--- config.mk ---
export PLATFORM = sky130hd
export DESIGN_NAME = modn_updown_counter_flat
export DESIGN_NICKNAME = d
export VERILOG_FILES = /design/src/rtl/modn_updown_counter_pkg.sv /design/src/rtl/modn_updown_counter_if.sv /design/src/rtl/modn_updown_counter_bcd.sv /design/src/rtl/modn_updown_counter.sv /design/src/flat_wrapper.sv
export SDC_FILE = /design/constraint.sdc
export NUM_CORES = 1
export LEC_CHECK = 0
export BUFFER_PORTS_ARGS = -buffer_cell sky130_fd_sc_hd__buf_4
export CELL_PAD_IN_SITES_DETAIL_PLACEMENT = 0
export CELL_PAD_IN_SITES_GLOBAL_PLACEMENT = 1
export CORE_ASPECT_RATIO = 0.6
export CORE_MARGIN = 4
export CORE_UTILIZATION = 37
export CTS_CLUSTER_SIZE = 8
export DETAILED_ROUTE_END_ITERATION = 7
export GPL_TIMING_DRIVEN = 0
export PLACE_DENSITY_LB_ADDON = 0.12
export SKIP_LAST_GASP = 1
export SLEW_MARGIN = 15
export SYNTH_ARGS = -nofsm -noshare
export SYNTH_HDL_FRONTEND = slang
export SYNTH_HIERARCHICAL = 1
export SYNTH_SLANG_ARGS = --single-unit
--- constraint.sdc ---
create_clock -name clk -period 2.7 [get_ports clk]
set_input_delay 0.27 -clock clk [delete_from_list [all_inputs] [get_ports clk]]
set_output_delay 0.27 -clock clk [all_outputs]
set_load 0.01 [all_outputs]
--- src/rtl/modn_updown_counter_pkg.sv ---
// rtl/modn_updown_counter_pkg.sv - shared constants, BCD digit type and clog2 for the clock counters
package clock_pkg;

  localparam int MAX_BCD_MOD = 100;
  localparam int SEC_MOD     = 60;
  localparam int MIN_MOD     = 60;
  localparam int HOUR_MOD    = 24;

  typedef logic [3:0] bcd_digit_t;

  function automatic int clog2(input int value);
    int result;
    int v;
    result = 0;
    v = value - 1;
    while (v > 0) begin
      result = result + 1;
      v = v >> 1;
    end
    return result;
  endfunction

endpackage

--- src/rtl/modn_updown_counter_if.sv ---
// rtl/modn_updown_counter_if.sv - control/status bundle of one counter stage; BCD_OUT_EN adds the BCD digits
interface modn_updown_counter_if
  import clock_pkg::*;
#(
  parameter int WIDTH = 8
);

  logic             en;
  logic             up;
  logic             clr;
  logic             load;
  logic [WIDTH-1:0] load_val;
  logic [WIDTH-1:0] count;
  logic             carry_out;
  logic             load_err;
`ifdef BCD_OUT_EN
  bcd_digit_t       bcd_tens;
  bcd_digit_t       bcd_ones;
`endif

  modport master (
    output en, up, clr, load, load_val,
    input  count, carry_out, load_err
`ifdef BCD_OUT_EN
    , input bcd_tens, bcd_ones
`endif
  );

  modport slave (
    input  en, up, clr, load, load_val,
    output count, carry_out, load_err
`ifdef BCD_OUT_EN
    , output bcd_tens, bcd_ones
`endif
  );

endinterface

--- src/rtl/modn_updown_counter_bcd.sv ---
// rtl/modn_updown_counter_bcd.sv - combinational 0..99 binary to two BCD digits
module bin2bcd_2digit
  import clock_pkg::*;
(
  input  logic [6:0] bin,
  output bcd_digit_t tens,
  output bcd_digit_t ones
);

  always_comb begin
    tens = 4'(bin / 7'd10);
    ones = 4'(bin % 7'd10);
  end

endmodule

--- src/rtl/modn_updown_counter.sv ---
// rtl/modn_updown_counter.sv - modulo-MOD up/down counter with same-cycle carry for chaining
// Optional BCD display outputs when BCD_OUT_EN is defined.
module modn_updown_counter
  import clock_pkg::*;
#(
  parameter int MOD   = 60,
  parameter int WIDTH = 8,
  parameter int INIT  = 0
)(
  input  logic                 clk,
  input  logic                 reset,
  modn_updown_counter_if.slave bus
);

  localparam logic [WIDTH-1:0] TOP   = WIDTH'(MOD - 1);
  localparam logic [WIDTH:0]   MOD_W = (WIDTH+1)'(MOD);

  if (MOD < 2) begin : g_bad_mod
    $error("modn_updown_counter: MOD must be >= 2");
  end
  if (clog2(MOD) > WIDTH) begin : g_bad_width
    $error("modn_updown_counter: WIDTH too small for MOD");
  end
  if (INIT < 0 || INIT >= MOD) begin : g_bad_init
    $error("modn_updown_counter: INIT out of range");
  end

  logic [WIDTH-1:0] count_q;
  logic [WIDTH-1:0] count_nxt;
  logic             load_err_q;
  logic             load_err_nxt;
  logic             load_in_range;

  // Extra bit so a load_val equal to 2**WIDTH-1 compares correctly when MOD == 2**WIDTH.
  assign load_in_range = ({1'b0, bus.load_val} < MOD_W);

  always_comb begin
    count_nxt    = count_q;
    load_err_nxt = 1'b0;
    if (bus.clr) begin
      count_nxt = '0;
    end else if (bus.load) begin
      if (load_in_range) begin
        count_nxt = bus.load_val;
      end else begin
        count_nxt    = TOP;
        load_err_nxt = 1'b1;
      end
    end else if (bus.en) begin
      if (bus.up) count_nxt = (count_q == TOP) ? '0 : count_q + WIDTH'(1);
      else        count_nxt = (count_q == '0) ? TOP : count_q - WIDTH'(1);
    end
  end

  always_ff @(posedge clk or posedge reset) begin
    if (reset) begin
      count_q    <= WIDTH'(INIT);
      load_err_q <= 1'b0;
    end else begin
      count_q    <= count_nxt;
      load_err_q <= load_err_nxt;
    end
  end

  assign bus.count     = count_q;
  assign bus.load_err  = load_err_q;
  assign bus.carry_out = bus.en & (bus.up ? (count_q == TOP) : (count_q == '0))
                         & ~bus.clr & ~bus.load;

`ifdef BCD_OUT_EN
  if (MOD > MAX_BCD_MOD) begin : g_bad_bcd_mod
    $error("modn_updown_counter: BCD output requires MOD <= 100");
  end

  bcd_digit_t tens_nxt, ones_nxt;
  bcd_digit_t tens_q, ones_q;

  // Converting the next value keeps the digit registers on the same edge as count.
  bin2bcd_2digit u_bcd (
    .bin  (7'(count_nxt)),
    .tens (tens_nxt),
    .ones (ones_nxt)
  );

  always_ff @(posedge clk or posedge reset) begin
    if (reset) begin
      tens_q <= 4'(INIT / 10);
      ones_q <= 4'(INIT % 10);
    end else begin
      tens_q <= tens_nxt;
      ones_q <= ones_nxt;
    end
  end

  assign bus.bcd_tens = tens_q;
  assign bus.bcd_ones = ones_q;
`endif

endmodule

--- src/flat_wrapper.sv ---
// flat-port wrapper written by rule: the top's interface ports become plain ports
module modn_updown_counter_flat import clock_pkg::*;
#(
  parameter int MOD   = 60,
  parameter int WIDTH = 8,
  parameter int INIT  = 0
)
  (clk, reset, bus_en, bus_up, bus_clr, bus_load, bus_load_val, bus_count, bus_carry_out, bus_load_err);
  modn_updown_counter_if #(.WIDTH(WIDTH)) bus_i ();
  input  logic clk;
  input  logic reset;
  input wire logic [$bits(bus_i.en)-1:0] bus_en;
  input wire logic [$bits(bus_i.up)-1:0] bus_up;
  input wire logic [$bits(bus_i.clr)-1:0] bus_clr;
  input wire logic [$bits(bus_i.load)-1:0] bus_load;
  input wire logic [$bits(bus_i.load_val)-1:0] bus_load_val;
  output wire logic [$bits(bus_i.count)-1:0] bus_count;
  output wire logic [$bits(bus_i.carry_out)-1:0] bus_carry_out;
  output wire logic [$bits(bus_i.load_err)-1:0] bus_load_err;
  assign bus_i.en = bus_en;
  assign bus_i.up = bus_up;
  assign bus_i.clr = bus_clr;
  assign bus_i.load = bus_load;
  assign bus_i.load_val = bus_load_val;
  assign bus_count = bus_i.count;
  assign bus_carry_out = bus_i.carry_out;
  assign bus_load_err = bus_i.load_err;
  modn_updown_counter #(.MOD(MOD), .WIDTH(WIDTH), .INIT(INIT)) u_core (.clk(clk), .reset(reset), .bus(bus_i));
endmodule
==> reports/qor.txt <==
Worst-path clk slew - 0.04 ns
Core Util, Final - 0.516
hold slack - -0.00180 ns
top-count cell post-synth - nor2_1
met2 Resource Use GR - 0.277
sequential area share after synthesis - 0.248
max cap viols - 0
post-route setup TNS - 0 ns
Static Leak - 0.000533 µW
run status - finished with violations
Std-Cell Rows - 13
required time at the worst-slack endpoint - 2.43 ns
Die H - 46.4 µm
delay-heaviest family, CP - simple AND/OR/NAND/NOR gates
final WL - 2910 µm
CP startpoint kind - flip-flop
antenna diode count - 0
Slew Limit Fails - 0
clk sink count - 9
Syn Area/Cell - 7.71 µm²
vias in the first global route - 957
post-CTS setup buffer count - 0
clk buf depth - 2
# DRC - 0
via count - 1049
Synth Instances - 118
crit end category - primary output
PD cells - 418 nW/µm²
Post-synth EDFFs - 0
DRT Pass-1 Iters - 5
antenna viol nets, final - 0
Area Overhead vs Synth - 27.2%
Mapped Area - 910 µm²
Most used DFF post-synth - dfrtp_1
gpl congestion - 0.879
average wire per standard cell - 16.7 µm
Layout Skew - 0.00184 ns
IO Pins - 24
1st-iter DRT viols - 84
IO buf count - 22
max incr delay on CP - 0.58 ns
worst-margin pin slew - 0.696 ns
critical path fanouts, max - 9
CP cell instances - ha_1 > nor4b_2 > a21o_1 > nand2_1 > nor2_1 > buf_4
achievable clock frequency - 421 MHz
Synth area leader - dfrtp_1
post-detail-place hpwl - 2290 µm
total grt overflow - 0
Synth cell types - 40
met1 usage - 0.285
failing checks - hold timing
crit path DAT - 2.11 ns
H-tree depth - 1
core area - 2240 µm²
TritonCTS clock tree - built
flops & latches, synth - 9
CTS buffer count - 3
Worst-Skew Late Latency - 0.22 ns
Via density - 6.03
die area - 3340 µm²
Synth top area share - 0.248
fin crit period - 2.38 ns
layout cells sized above 1 - 0.264
final setup vio count - 0
pre-CTS WS - 0.636 ns
Setup CP Type - reg2out
final hold vios - 9
largest net degree at the start of global routing - 11
post-route setup slack - 0.323 ns
Final #Nets - 161
initial antenna violation count - 0
Initial Util - 0.405
leading post-synthesis cells by cell area - dfrtp_1 (25%), a21oi_1 (5.5%), a211oi_1 (5.0%), nor2_1 (4.5%), inv_1 (3.7%)
Tot GR Track Use - 0.190
Min-Delay Path Class - in2async
busiest grt layer - met1
Syn Nets - 134
CP bufs+invs - 1
Max VDD drop - 0.158 mV
ys async rst share - 1.00
final worst-path cycle share - 0.880
PostCTS Resize Cnt - 0
total power - 484 µW
met3 Track Usage GR - 0.0218
top cells by count, synth - nor2_1 (11), a21oi_1 (10), dfrtp_1 (9), inv_1 (9), nand2_1 (9)
hold_buf cts - 0
Die X-Extent - 72.0 µm
RSZ-0062 raised after global routing - false
Rel. slew slack - 0.531
first-pass GRT wire length - 4830 µm
clk root buf - clkbuf_8
Synth warnings - 6
critical path's slowest cell - nor4b_2
-- stage by stage --
stage | instance area, µm² | hold WS [ns] | instances
2_1_floorplan | 910 | 0.0979 | 118
3_3_place_gp | 1110 | 0.244 | 170
3_5_place_dp | 1110 | 0.246 | 170
4_1_cts | 1160 | 0.00942 | 174
5_1_grt | 1160 | 0.0144 | 174
6_report | 1160 | -0.00180 | 174
-- placed cells by master (no fill, tap or decap), drive strengths merged, types with 2 or more instances in the layout --
master    n
nand2     9
o21ai     3
xnor2     2
inv       9
nor3b     2
and3      3
a211oi    6
clkbuf    8
a221o     2
buf      27
a21o      4
nor3      3
o21bai    2
nand4     5
nor4      3
a32oi     2
nor2     11
ha        2
nand3     5
dfrtp     9
a21oi    10
o2111ai   2
-- area by class of cell --
type	instances	area [µm²]
clock buffers	4	45.0
well taps	30	37.5
fillers	229	1090
multi-input cells	91	612
flip-flops and latches	9	225
repair buffers	22	165
inverters	9	33.8
plain buffers	9	38.8
-- registers in the layout (all words and copies together), names as in the netlist --
register             flops
u_core/bus.count         8
u_core/bus.load_err      1
-- power breakdown --
| group | switching, µW | internal [µW] |
|---|---|---|
| Combinational | 101 | 76.5 |
| Sequential | 13.1 | 146 |
| Clock | 44.7 | 102 |
-- path summary, 6_finish.rpt --
| check | to | from | cells past startpoint | slack (ns) |
|---|---|---|---|---|
| min in group clk | u_core/bus.count[1] | bus_load_val[1] | 3 | 0.35 |
| worst max register to register | u_core/bus.count[0] | u_core/bus.count[1] | 6 | 0.61 |
| worst min-delay path | u_core/bus.count[7] | reset | 2 | -0.002 |
| max in group asynchronous | u_core/bus.count[3] | reset | 2 | 2.47 |
| worst min register to register | u_core/bus.count[0] | u_core/bus.count[0] | 2 | 0.69 |
| worst max-delay path | bus_carry_out | u_core/bus.count[0] | 6 | 0.32 |
-- cell families after synthesis --
kind of cell,Yosys count,share of synthesized area
fa+ha+maj,2,0.0275
xor+xnor,2,0.0193
buf+inv,18,0.0798
simple gates,46,0.286
mux,2,0.0234
flops,9,0.248
compound gates,39,0.316
-- per-layer routing --
metal  share of wire  up-vias
met2            0.41       69
li1                -      502
met3            0.12        4
met4          0.0093        0
met1            0.46      474
met5               0        -
(Power assumes the default switching activity.)
